--- src/rtl/hdmi_src_sched_pkg.sv ---
// Shared types and constants for the HDMI pixel-source scheduler.
package hdmi_src_sched_pkg;

    localparam int SRC_W = 3;
    localparam logic [SRC_W-1:0] SRC_BLANK = 3'd7;

    typedef enum logic [1:0] {
        ST_BLANK,
        ST_RUN,
        ST_PEND
    } sched_state_e;

    // Any index at or beyond the number of attached sources folds to blank.
    function automatic logic [SRC_W-1:0] norm_src(input logic [SRC_W-1:0] src, input int nsrc);
        return (int'(src) < nsrc) ? src : SRC_BLANK;
    endfunction

endpackage

--- src/rtl/hdmi_sel_pipe.sv ---
// Select delay line matching the source response latency; entries reset to blank.
module hdmi_sel_pipe
    import hdmi_src_sched_pkg::*;
#(
    parameter int DEPTH = 1
) (
    input  logic             clk,
    input  logic             rstn,
    input  logic [SRC_W-1:0] sel_in,
    output logic [SRC_W-1:0] sel_tail
);

    logic [SRC_W-1:0] stages [DEPTH];

    // NOTE: this small array is reset on purpose so no stale select can
    // route a leftover pixel after reset; large data memories would not be.
    always_ff @(posedge clk) begin
        if (!rstn) begin
            for (int i = 0; i < DEPTH; i++) stages[i] <= SRC_BLANK;
        end else begin
            // NOTE: non-blocking assignments make every stage shift from the
            // pre-edge values, independent of statement order.
            stages[0] <= sel_in;
            for (int i = 1; i < DEPTH; i++) stages[i] <= stages[i-1];
        end
    end

    assign sel_tail = stages[DEPTH-1];

endmodule

--- src/rtl/hdmi_src_sched.sv ---
// Frame-synchronous pixel-source scheduler. Optional statistics counters are
// built only when HDMI_SRC_SCHED_STATS_EN is defined.
module hdmi_src_sched
    import hdmi_src_sched_pkg::*;
#(
    parameter int RESP_LATENCY = 1,
    parameter int NSRC         = 2
) (
    input  logic              clk,
    input  logic              rstn,
    input  logic              cfg_valid,
    output logic              cfg_ready,
    input  logic [2:0]        cfg_src,
    output logic              sw_done,
    output logic [2:0]        cur_src,
    input  logic              req_en,
    input  logic              req_sof,
    input  logic              req_sol,
    output logic [7:0]        resp_red,
    output logic [7:0]        resp_green,
    output logic [7:0]        resp_blue,
    output logic [NSRC-1:0]   src_req_en,
    output logic [NSRC-1:0]   src_req_sof,
    output logic [NSRC-1:0]   src_req_sol,
    input  logic [8*NSRC-1:0] src_resp_red,
    input  logic [8*NSRC-1:0] src_resp_green,
    input  logic [8*NSRC-1:0] src_resp_blue,
    output logic [15:0]       frame_cnt,
    output logic [7:0]        switch_cnt
);

    sched_state_e     state, state_nxt;
    logic [SRC_W-1:0] cur_q, cur_nxt, pend_q, pend_nxt;
    logic [SRC_W-1:0] cfg_tgt, sel_eff, sel_tail, pipe_in;
    logic             done_q, done_nxt, sof_hit;

    assign cfg_tgt = norm_src(cfg_src, NSRC);
    assign sof_hit = req_en && req_sof;

    // NOTE: every output of this block gets a default first, so no path
    // through the case statement can infer a latch.
    always_comb begin
        state_nxt = state;
        cur_nxt   = cur_q;
        pend_nxt  = pend_q;
        done_nxt  = 1'b0;
        cfg_ready = 1'b0;
        sel_eff   = cur_q;
        case (state)
            ST_BLANK, ST_RUN: begin
                cfg_ready = 1'b1;
                if (cfg_valid) begin
                    if (cfg_tgt == cur_q) begin
                        done_nxt = 1'b1;
                    end else begin
                        pend_nxt  = cfg_tgt;
                        state_nxt = ST_PEND;
                    end
                end
            end
            ST_PEND: begin
                // The sof pixel itself already goes to the new source.
                if (sof_hit) begin
                    sel_eff   = pend_q;
                    cur_nxt   = pend_q;
                    done_nxt  = 1'b1;
                    state_nxt = (pend_q == SRC_BLANK) ? ST_BLANK : ST_RUN;
                end
            end
            default: state_nxt = ST_BLANK;
        endcase
    end

    always_ff @(posedge clk) begin
        if (!rstn) begin
            state  <= ST_BLANK;
            cur_q  <= SRC_BLANK;
            pend_q <= SRC_BLANK;
            done_q <= 1'b0;
        end else begin
            state  <= state_nxt;
            cur_q  <= cur_nxt;
            pend_q <= pend_nxt;
            done_q <= done_nxt;
        end
    end

    assign sw_done = done_q;
    assign cur_src = cur_q;

    always_comb begin
        src_req_en  = '0;
        src_req_sof = '0;
        src_req_sol = '0;
        for (int i = 0; i < NSRC; i++) begin
            if (int'(sel_eff) == i) begin
                src_req_en[i]  = req_en;
                src_req_sof[i] = req_sof;
                src_req_sol[i] = req_sol;
            end
        end
    end

    // Idle slots carry blank so they return black, like a blank source.
    assign pipe_in = req_en ? sel_eff : SRC_BLANK;

    hdmi_sel_pipe #(.DEPTH(RESP_LATENCY)) u_sel_pipe (
        .clk      (clk),
        .rstn     (rstn),
        .sel_in   (pipe_in),
        .sel_tail (sel_tail)
    );

    // Gated by rstn so the output is black from the very first reset cycle.
    always_comb begin
        resp_red   = '0;
        resp_green = '0;
        resp_blue  = '0;
        if (rstn && int'(sel_tail) < NSRC) begin
            resp_red   = src_resp_red[int'(sel_tail)*8 +: 8];
            resp_green = src_resp_green[int'(sel_tail)*8 +: 8];
            resp_blue  = src_resp_blue[int'(sel_tail)*8 +: 8];
        end
    end

`ifdef HDMI_SRC_SCHED_STATS_EN
    logic [15:0] frame_q;
    logic [7:0]  switch_q;

    always_ff @(posedge clk) begin
        if (!rstn) begin
            frame_q  <= '0;
            switch_q <= '0;
        end else begin
            if (sof_hit) frame_q <= frame_q + 16'd1;
            if (done_q && switch_q != 8'hFF) switch_q <= switch_q + 8'd1;
        end
    end

    assign frame_cnt  = frame_q;
    assign switch_cnt = switch_q;
`else
    assign frame_cnt  = '0;
    assign switch_cnt = '0;
`endif

endmodule

--- config.mk ---
export PLATFORM = sky130hd
export DESIGN_NAME = hdmi_src_sched
export DESIGN_NICKNAME = d
export VERILOG_FILES = /design/src/rtl/hdmi_src_sched_pkg.sv /design/src/rtl/hdmi_sel_pipe.sv /design/src/rtl/hdmi_src_sched.sv
export SDC_FILE = /design/constraint.sdc
export NUM_CORES = 1
export LEC_CHECK = 0
export BUFFER_PORTS_ARGS = -buffer_cell sky130_fd_sc_hd__buf_2
export CAP_MARGIN = 10
export CORE_MARGIN = 2
export CORE_UTILIZATION = 37
export DETAILED_ROUTE_END_ITERATION = 7
export GPL_TIMING_DRIVEN = 0
export PLACE_DENSITY = 0.92
export SYNTH_ARGS = -nofsm -noshare
export SYNTH_HDL_FRONTEND = slang
export SYNTH_HIERARCHICAL = 1
export SYNTH_SLANG_ARGS = --single-unit
--- constraint.sdc ---
create_clock -name clk -period 1.7 [get_ports clk]
set_clock_uncertainty 0.05 [all_clocks]
set_input_delay 0.34 -clock clk [delete_from_list [all_inputs] [get_ports clk]]
set_output_delay 0.34 -clock clk [all_outputs]
set_load 0.01 [all_outputs]
### Word level (Yosys, flattened, before mapping)

Memory sizes are Yosys's and may differ from the RTL's.
Index checks and enable logic that the tools add are counted.

| storage, ports and cells | value |
|---|---|
| flip-flop bits (word level) | 9 |
| bits in latches | 0 |
| RAM bits | 3 |
| memory bits (read-only) | 0 |
| bits of input ports | 57 |
| output and inout port bits | 59 |
| logic and storage cells | 54 |
| memories kept | 1 |

| cells by class | value |
|---|---|
| $add $sub $neg | 0 |
| multipliers | 0 |
| div/mod/pow operators | 0 |
| magnitude comparators | 2 |
| eq/ne operators | 8 |
| shift operators | 3 |
| mux-type cells | 27 |
| bitwise gates (word level) | 1 |
| reductions and logical operators | 8 |

Memory list:

| memory | depth | bits a word | read ports | clocked after Yosys merged registers in | wr ports | line | text |
|---|---|---|---|---|---|---|---|
| u_sel_pipe.stages | 1 | 3 | 1 | 0 | 1 | hdmi_sel_pipe.sv:13 | `logic [SRC_W-1:0] stages [DEPTH];` |

Operators by type and width:

| kind | number |
|---|---|
| 16-bit by 7-bit indexed part select with 8-bit output | 3 |
| 8-bit two-way mux | 3 |
| 3-bit two-way mux | 5 |
| 1-bit two-way mux | 14 |
| 3-bit by 2-bit < comparator with 1-bit output (second input constant) | 2 |
| 2-bit two-way mux | 3 |
| 2-bit inequality test (second input constant) | 3 |
| 3-bit AND reduction | 2 |
| 2-bit case mux with 2 select lines | 1 |
| 3-bit by 2-bit equality test with 1-bit output (second input constant) | 1 |
| 3-bit equality test | 1 |
| 3-bit equality test (second input constant) | 1 |
| 3-bit logical NOT | 1 |
| 3-bit OR reduction | 1 |
| 2-bit by 1-bit equality test with 1-bit output (second input constant) | 1 |
| 2-bit equality test (second input constant) | 1 |
| 1-bit logical AND | 2 |
| 2-bit logical NOT | 1 |
| 1-bit case mux with 2 select lines | 1 |
| 2-bit OR reduction | 1 |
| 1-bit inverter | 1 |

### Longest topological paths before layout

Gate-level depths: netlist (run 1).

| depth | value |
|---|---|
| word-level depth | 6 |
| mapped depth | 6 |
| depth with buffers taken out | 4 |

### Modules after synthesis

Netlist (run 1), hierarchy kept.

By module, submodules not included:

| module | times used | cells each | area each (um2) | seq. area each (um2) |
|---|---|---|---|---|
| hdmi_src_sched | 1 | 139 | 1,138.6 | 160.2 |
| hdmi_sel_pipe | 1 | 6 | 78.8 | 60.1 |

### Worst setup path before layout (run 1)

OpenSTA, ideal clock, no wires.

| path | value |
|---|---|
| kind | in2out |
| from | input port rstn |
| to | output port resp_blue[0] |
| arrival time | 1.258 ns |
| data required time | 1.310 ns |
| setup slack | 0.052 ns |
| cell stages on the path | 6 |
| path buffers | 3 |
| path through | buf_6 inv_4 or3_1 buf_6 buf_12 nor2_2 |

| between the ends | value |
|---|---|
| word-level cells in the longest chain between the ends | 2 |

RTL lines:

| item | line | text |
|---|---|---|
| from (decl) | hdmi_src_sched.sv:10 | `input logic rstn,` |
| 1-bit logical AND | hdmi_src_sched.sv:119 | `if (rstn && int'(sel_tail) < NSRC) begin` |
| 8-bit two-way mux | hdmi_src_sched.sv:119 |  |
| to (decl) | hdmi_src_sched.sv:21 | `output logic [7:0] resp_blue,` |

Every way passes these cells.

### Worst setup path after layout (run 1)

| path | value |
|---|---|
| from | memory u_sel_pipe.stages[0][1] |
| to | output port resp_blue[7] |

| between the ends | value |
|---|---|
| word-level cells in the longest chain between the ends | 4 |
| elaborated cells between the ends (all ways) | 5 |
| those cells by class | 1 x order compare; 1 x shift; 1 x mux; 1 x reduce/logical; 1 x memory |

RTL lines:

| item | line |
|---|---|
| from (decl) | hdmi_sel_pipe.sv:13 |
| memory 1 x 3 bit (*) | -- |
| parallel branches: the longest is 2 deep, another holds 16-bit by 7-bit indexed part select with 8-bit output | -- |
| 8-bit two-way mux (*) | hdmi_src_sched.sv:119 |

Every way passes the cells marked *.

==> results of run 1 <==
-- final cells by class --
type	count	share of cell area [%]
multi-input combinational	123	45.9
timing repair buffer	108	30.8
buffer	29	10.5
sequential	11	8.92
tap	44	2.12
clock buffer	4	1.01
inverter	3	0.530
antenna	2	0.193
-- timing repair --
item,in CTS,in global routing
setup buffers,6,7
cloned,2,2
pin swaps,25,2
hold buffers,0,0
resized for setup,51,64
endpoints found under the setup margin,30,30
-- registers in the layout, summed over array words and instances (netlist names) --
| name | flops |
|---|---|
| u_sel_pipe/stages | 3 |
| cur_src | 3 |
| pend_q | 2 |
| state | 2 |
| sw_done | 1 |
-- cells by family after synthesis --
logic type | share of synthesized area (%)
AO/OA/AOI/OAI | 6.68
XOR/XNOR | 0.720
buffers and inverters | 22.3
flip-flops | 18.1
multiplexers | 23.8
other | 0.308
AND/OR/NAND/NOR | 28.1
-- path summary, 6_finish.rpt --
check	endpoint	slack (ns)
worst max-delay path	resp_blue[7]	-0.24
worst min-delay path	u_sel_pipe/stages[0][1]	0.24
worst max register to register	u_sel_pipe/stages[0][0]	-0.02
worst min register to register	cur_src[0]	0.55
-- layout by cell type (no fill, tap or decap), types with 3 or more instances in the layout --
master	n
nor2b_1	7
clkbuf_4	3
buf_2	69
nand2_1	7
mux2i_2	5
mux2i_1	7
buf_6	24
buf_4	36
buf_12	4
mux2i_4	17
dfxtp_2	3
nor2_1	7
nand2b_1	3
nor2_4	21
dfxtp_1	6
conb_1	24
-- stage by stage --
step / instances / total power [mW] / worst slack [ns] / hold WS, ns / TNS (ns)
detailed placement: 303 / 0.477 / -0.228 / 0.495 / -4.85
global route: 324 / 0.772 / -0.253 / 0.243 / -4.72
CTS: 315 / 0.680 / -0.152 / 0.211 / -3.26
finish: 324 / 0.746 / -0.235 / 0.237 / -3.52
global placement: 303 / 0.471 / -0.219 / 0.484 / -4.42
floorplan: 168 / 0.395 / 0.0524 / 0.363 / 0
-- layer usage --
layer	GRT usage [%]	share of wire, %	vias up
li1	-	-	716
met1	23.0	33	750
met2	45.7	50	126
met3	6.09	11	37
met4	10.3	6.6	0
met5	0	0	-
-- worst max-delay path: stages, from the launching register on --
cell and delay [ns]:
dfxtp_1 0.31, or3_4 0.49, buf_6 0.17, nor2_1 0.14
buf_2 0.17
-- power by group --
group          total, mW  switching (mW)  internal [mW]
clock network      0.183          0.0922         0.0911
registers          0.270         0.00868          0.261
logic              0.292           0.150          0.142
==> metrics.txt, run 1 <==
VDD IR max approximately 0.00038 V; CTS tree yes; Die Ht approximately 61 µm; first-pass GRT wire length roughly 6500 µm; die width around 61 µm; hold path depth 2; Critical Path AT approximately 1.6 ns; Max Cap Violations 0; nature of the critical path startpoint flip-flop; Seq/Total Area, Yosys 18.1%; Critical Path Source u_sel_pipe/stages[0][1]; area of the multi-input gates 1190 µm²; Post-Route WL approximately 6500 µm; final worst setup slack -0.235 ns; final hold vios 0; DRT iter0 DRCs 62; Worst Hold Class input pin to flip-flop; synth cell count leaders mux2i_1, buf_4, nor2_2; WS Path Type flip-flop to primary output; Hold Crit Start rstn; Filler cells 171; number of synthesized flops with an enable pin 0; post-layout net count 336; largest net degree at the start of global routing 11; main area contributors after synthesis mux2i_1, dfxtp_1, buf_4; Cells after Synth between 100 and 150; origin of the critical flop-to-flop path state[1]; H-tree depth 1; R2R depth 8; Register Area 231 µm²; Vias 1629; final count of pins violating max slew 0; Post-DP HPWL between 3000 and 4000 µm; Final Instance Area ~2600 µm²; share of layout cells above drive strength 1 a little over two thirds; GRT overflow 0; Pre-Repair DR Iteration Count 4; clock root cell clkbuf_4; Clock Latency Late Sink 0.27 ns; Crit path required time approximately 1.3 ns; initial antenna violation count 2; # setup viols final 28; PwrDens 287 nW/µm²; final core occ between 80 and 90%; drt drc 0; Rows 20; Port-buffer cells 91; Clock Sinks 11; post-route ant nets 0; clock slew at reported path FFs approximately 0.07 ns; Yosys top cell area share 23.8%; gpl congestion between 0.8 and 0.9; Synth area leader mux2i_1; Area Overhead vs Synth 113%; fin crit share 114%; I/O pins between 100 and 150; Top FF cell, synth dfxtp_1; post-synthesis register bit count 11; worst-path fanout max 6; status complete, but fails checks; TritonCTS Buffers 3; fmax roughly 520 MHz; unique cell type count in the Yosys netlist 33; Max Buffers Root-to-Sink 2; DP Area between 1500 and 2000 µm²; RSZ-0062 raised after global routing true; Mapped Area 1220 µm²; DIE AREA around 3800 µm²; Core ar. 3100 µm²; Post-Syn Area per Cell roughly 8.4 µm²; WL/cell between 20 and 25 µm; asr flop ratio synth 0%; count leader, synth mux2i_1; yosys warns 6; vias in the first global route between 1000 and 1500; failing checks setup timing; Vias/cell approximately 5; GRT Total Usage 23.5%; leakage power 1.26 nW; fin crit period between 1.5 and 2 ns; Starting Density 39.2%; Critical Path Sink Type primary output
No activity file was read; power rests on OpenSTA's default activity.
==> run 2: changes to the inputs <==
Settings changed: CORE_UTILIZATION 37 to 40, PLACE_DENSITY 0.92 to 0.95.
Clock period 1.7 ns to 2.24 ns, I/O delays scaled along.
==> run 2 against run 1 <==
Compared with the run above:
- the flow now finishes without violations
- sequential power is 24% lower
- clock power shrank 26%
- via count decreased by 18%
- largest cell class unchanged
- largest power group is now sequential cells
- highest routed layer unchanged
==> metrics.txt, run 2 (same netlist as run 1, synthesis figures left out) <==
status completed; Core ar. 2980 µm² (-4.0%); Clock Latency Late Sink 0.27 ns (about the same); Crit path required time 1.74 ns (+0.43 ns); DIE AREA 3500 µm² (-7.0%); Area Overhead vs Synth 50.2%; die width 59.2 µm (-3.6%); final count of pins violating max slew 0 (unchanged); Pre-Repair DR Iteration Count 4 (unchanged); Filler cells 268 (+57%); Clock Sinks 11 (unchanged); final hold vios 0 (unchanged); internal power 0.352 mW (-29%); Critical Path AT 1.64 ns (+0.09 ns); nature of the critical path startpoint input pin; drt drc 0 (unchanged); gpl congestion 0.802 (-3.4%); most frequent cells in the layout buf_2, mux2i_1, buf_4, conb_1, nor2_2; Vias/cell 4.52 (-10%); PwrDens 271 nW/µm² (-5.8%); sw power 0.143 mW (-43%); Max Buffers Root-to-Sink 2 (unchanged); I/O pins 116 (unchanged); TritonCTS Buffers 3 (unchanged); clock slew at reported path FFs 0.07 ns (about the same); clock root cell clkbuf_4; H-tree depth 1 (unchanged); fin crit share a little over nine tenths; GRT Total Usage 17.0% (-6.5 points); VDD IR max 0.000249 V (-34%); post-layout net count 321 (-4.5%); Starting Density 40.9% (+1.6 points); leakage power 1.18 nW (-6.4%); Vias 1338 (-18%); sw frac 28.9% (-4.8 points); first-pass GRT wire length 4630 µm (-28%); GRT overflow 0 (unchanged); Post-Route WL 3240 µm (-50%); Final TNS setup 0 ns (+3.52 ns); final core occ 61.4% (-22 points); CTS tree yes; final worst hold slack 0.332 ns (+0.0944 ns); Worst Hold Class input pin to flip-flop; DRT iter0 DRCs 44 (-29%); Die Ht 59.2 µm (-3.6%); WS Path Type input pin to primary output; post-route ant nets 0 (unchanged); vias in the first global route 1136 (-18%); initial antenna violation count 0 (-2); largest net degree at the start of global routing 11 (unchanged); Comb pwr share 31.3% (-7.9 points); antenna diode count 0 (-2); clock network fraction of total power 27.2% (+2.6 points); # setup viols final 0 (-100%); fmax between 400 and 500 MHz; RSZ-0062 raised after global routing false; share of layout cells above drive strength 1 56.7% (-14 points); worst-path fanout max 10 (+4); Post-DP HPWL 2820 µm (-7.8%); post-CTS sizing 0 (-100%); # hold bufs at CTS 0 (unchanged); Rows 20 (unchanged); most common cell after layout, fill and taps aside buf_2; sequential share of power 41.5% (+5.3 points); Max Cap Violations 0 (unchanged); Port-buffer cells 91 (unchanged); post-CTS setup buffer count 0 (-6); fin crit period 2.14 ns; WL/cell 10.9 µm (-46%); Critical Path Sink Type primary output
-- run 2: changes by cell type in the layout (fill, tap and decap cells not counted), sizes merged --
cell    previous run  this run
clkinv             0         1
buf              135       122
diode              2         0
clkbuf             6         3
-- run 2: worst max-delay path: stages --
cell    delay [ns]
buf_2         0.12
buf_6         0.14
inv_4         0.06
or3_1         0.35
buf_6         0.15
buf_12        0.14
nor2_2        0.10
buf_2         0.13
-- run 2: final timing paths --
check / start / endpoint / slack [ns] / cells past startpoint
worst max register to register: state[1] / u_sel_pipe/stages[0][2] / 0.89 / 4
worst min-delay path: rstn / u_sel_pipe/stages[0][1] / 0.33 / 2
worst max-delay path: rstn / resp_green[2] / 0.1 / 8
worst min register to register: state[0] / state[0] / 0.51 / 1
-- run 2: power by group through the flow --
| stage | combinational, mW | clock (mW) | sequential (mW) |
|---|---|---|---|
| floorplan | 0.0904 | 0 | 0.209 |
| global placement | 0.147 | 0 | 0.209 |
| detailed placement | 0.152 | 0 | 0.210 |
| CTS | 0.152 | 0.137 | 0.205 |
| global route | 0.169 | 0.153 | 0.206 |
| finish | 0.155 | 0.135 | 0.205 |
-- run 2: cell type report --
cell class                      instances  area (µm²)  share of cell area (%)
Inverter                                3        13.8                   0.753
Tap cell                               33        41.3                    2.26
Sequential cell                        11         220                    12.0
Clock buffer                            3        22.5                    1.23
Multi-Input combinational cell        123         812                    44.4
Clock inverter                          1        5.00                   0.274
Buffer                                 31         258                    14.1
Timing Repair Buffer                   91         455                    24.9
-- run 2: stage by stage --
step | area, µm² | instances | setup slack (ns) | total power, mW
final | 1830 | 296 | 0.0998 | 0.495
after global routing | 1830 | 296 | 0.0198 | 0.528
after CTS | 1830 | 296 | 0.0946 | 0.495
after detailed placement | 1800 | 292 | 0.0949 | 0.362
after global placement | 1800 | 292 | 0.118 | 0.356
after floorplan | 1300 | 168 | 0.376 | 0.300
-- run 2: layer usage --
| metal | GRT usage [%] | vias up | wire, µm |
|---|---|---|---|
| met2 | 35.1 | 70 | 1770 |
| met1 | 16.0 | 582 | 1100 |
| met5 | 0 | - | 0 |
| met3 | 3.71 | 7 | 316 |
| met4 | 5.52 | 0 | 50 |
| li1 | - | 679 | - |
==> run 3: changes to the inputs <==
Settings changed: ABC_AREA set to 1, CORE_UTILIZATION 40 to 37.
==> run 3 against run 2 <==
Compared with the run above:
- wire length rose by 0.46%
- worst hold slack improved by 0.00076 ns
- largest power group unchanged
- combinational power rose by 6%
- highest routed layer unchanged
- area after synthesis fell by 11%
- maximum frequency rose by 4.3%
- critical endpoint is now src_req_sol[0]
- register-to-register slack improved by 0.10 ns
- sequential power rose by 4%
- synthesized cell count rose by 32%
- via count rose by 9.3%
==> metrics.txt, run 3 <==
status completed; vias in the first global route 1209 (+6.4%); Final Instance Area 1690 µm² (-7.6%); Final TNS setup 0 ns (unchanged); Seq/Total Area, Yosys 20.3% (+2.3 points); Clock Sinks 11 (unchanged); GRT Total Usage 18.2% (+1.2 points); WL/cell 9.56 µm (-13%); CTS tree yes; clock root cell clkbuf_4; non-filler instance count after layout 340 (+15%); post-CTS sizing 0 (unchanged); Top FF cell, synth dfxtp_1; initial antenna violation count 0 (unchanged); Core ar. 2760 µm² (-7.4%); synth cell count leaders nand2_1, a21oi_1, buf_4; final worst setup slack 0.188 ns (+0.0885 ns); unique cell type count in the Yosys netlist 21 (-36%); worst r2r dst u_sel_pipe/stages[0][0]; final count of pins violating max slew 0 (unchanged); # hold bufs at CTS 0 (unchanged); fin crit share 91.6% (-3.9 points); VDD IR max 0.000364 V (+46%); asr flop ratio synth 0% (unchanged); Mapped Area 1080 µm² (-11%); Clock Latency Late Sink 0.27 ns (about the same); Cells after Synth 191 (+32%); Vias 1462 (+9.3%); I/O pins 116 (unchanged); nature of the critical path startpoint flip-flop; TritonCTS Buffers 3 (unchanged); Critical Path Source state[1]; antenna diode count 0 (unchanged); worst-path fanout max 5 (-5); Yosys top cell area share 26.0% (+2.2 points); first-pass GRT wire length 4970 µm (+7.3%); Setup crit end src_req_sol[0]; placed insts 336 (+15%); RSZ-0062 raised after global routing false; Crit path required time 1.74 ns (about the same); clock slew at reported path FFs 0.07 ns (about the same); yosys warns 6 (unchanged); most common cell after layout, fill and taps aside buf_2; dpl ws 0.162 ns (+0.0666 ns); R2R Setup Slk 0.99 ns (+0.10 ns); post-synthesis register bit count 11 (unchanged); Synth area leader nand2_1; PwrDens 305 nW/µm² (+13%); # setup viols final 0 (unchanged); Post-Route WL 3250 µm (+0.46%); Critical Path AT 1.55 ns (-0.09 ns); Die Ht 58.1 µm (-1.8%); WS Path Type flip-flop to primary output; count leader, synth nand2_1; GRT overflow 0 (unchanged); Starting Density 39.2% (-1.6 points); gpl congestion 0.773 (-3.7%); DP Area 1660 µm² (-7.6%); Area Overhead vs Synth 56.1%; Port-buffer cells 91 (unchanged); Max Cap Violations 0 (unchanged); R2R depth 7 (+3); Critical Path Sink Type primary output; Pre-Repair DR Iteration Count 4 (unchanged); share of layout cells above drive strength 1 42.7% (-14 points); die width 58.1 µm (-1.8%); Post-Syn Area per Cell 5.67 µm² (-33%); origin of the critical flop-to-flop path state[1]; Max Buffers Root-to-Sink 2 (unchanged); Hold Crit Start rstn; Post-DP HPWL 2670 µm (-5.3%); final core occ 61.3% (-0.13 points); fin crit period 2.05 ns (-0.0885 ns); fmax 487 MHz (+4.3%); largest net degree at the start of global routing 11 (unchanged); DIE AREA 3370 µm² (-3.6%); post-route ant nets 0 (unchanged); main area contributors after synthesis nand2_1, dfxtp_1, buf_4; Rows 19 (-5.0%); post-layout net count 367 (+14%); DRT iter0 DRCs 46 (+4.5%); number of synthesized flops with an enable pin 0 (unchanged); H-tree depth 1 (unchanged); final hold vios 0 (unchanged); most frequent cells in the layout buf_2, nand2_1, a21oi_1; Worst Hold Class input pin to flip-flop; post-CTS setup buffer count 0 (unchanged); leakage power 1.11 nW (-6.2%); Vias/cell 4.30 (-4.9%); drt drc 0 (unchanged)
run 3: cell count changes after synthesis, sizes merged, moves of 3 or more:
| cell | delta |
|---|---|
| nand2b | -3 |
| nand3 | +6 |
| a21oi | +28 |
| inv | +15 |
| nand2 | +69 |
| mux2i | -29 |
| clkbuf | +3 |
| nor2b | -8 |
| nor2 | -17 |
run 3: cells by family (layout without fill, tap and decap cells):
| logic type | Yosys count | count (layout) | synth area share [%] |
|---|---|---|---|
| and+or+nand+nor | 96 | 96 | 37.3 |
| buffers and inverters | 50 | 145 | 26.1 |
| AOI/OAI and AO/OA | 33 | 33 | 15.8 |
| DFF | 11 | 11 | 20.3 |
| other | 1 | 24 | 0.346 |
run 3: worst min path at each step:
stage / to / slack, ns / cells after the start
after floorplan: pend_q[2] / 0.42 / 2
after global placement: pend_q[0] / 0.44 / 2
after detailed placement: pend_q[0] / 0.46 / 2
after CTS: u_sel_pipe/stages[0][1] / 0.32 / 2
after global routing: u_sel_pipe/stages[0][1] / 0.33 / 2
final: u_sel_pipe/stages[0][1] / 0.33 / 2
run 3: report_power, final:
group	internal [mW]	switching, mW	total, mW
clock	0.0690	0.0668	0.136
sequential	0.205	0.00909	0.214
combinational	0.0843	0.0805	0.165
run 3: final cells by class:
type                            count  area, µm²
Timing Repair Buffer               91        455
Multi-Input combinational cell    153        666
Inverter                           18       67.6
Clock buffer                        4       26.3
Fill cell                         283       1070
Buffer                             32        215
Tap cell                           31       38.8
Sequential cell                    11        220
run 3: metrics by stage:
stage / total power, mW / hold slack [ns]
floorplan: 0.317 / 0.418
global placement: 0.375 / 0.436
detailed placement: 0.380 / 0.456
CTS: 0.517 / 0.322
global route: 0.543 / 0.328
finish: 0.515 / 0.332
run 3: layer usage:
| layer | part of all wire (%) | vias to the layer above | routed length, µm | global-route usage (%) |
|---|---|---|---|---|
| li1 | - | 779 | - | - |
| met1 | 38 | 622 | 1230 | 19.9 |
| met2 | 54 | 59 | 1750 | 36.2 |
| met3 | 7.9 | 2 | 258 | 2.01 |
| met4 | 0.37 | 0 | 12 | 4.98 |
| met5 | 0 | - | 0 | 0 |
run 3: critical path, stage by stage, from the launching register on:
cell and delay [ns]:
dfxtp_1 0.37, inv_2 0.10, nor2_4 0.10, nand3_2 0.11, o21ai_2 0.24, nand3_2 0.13
nor2_1 0.10, buf_2 0.14
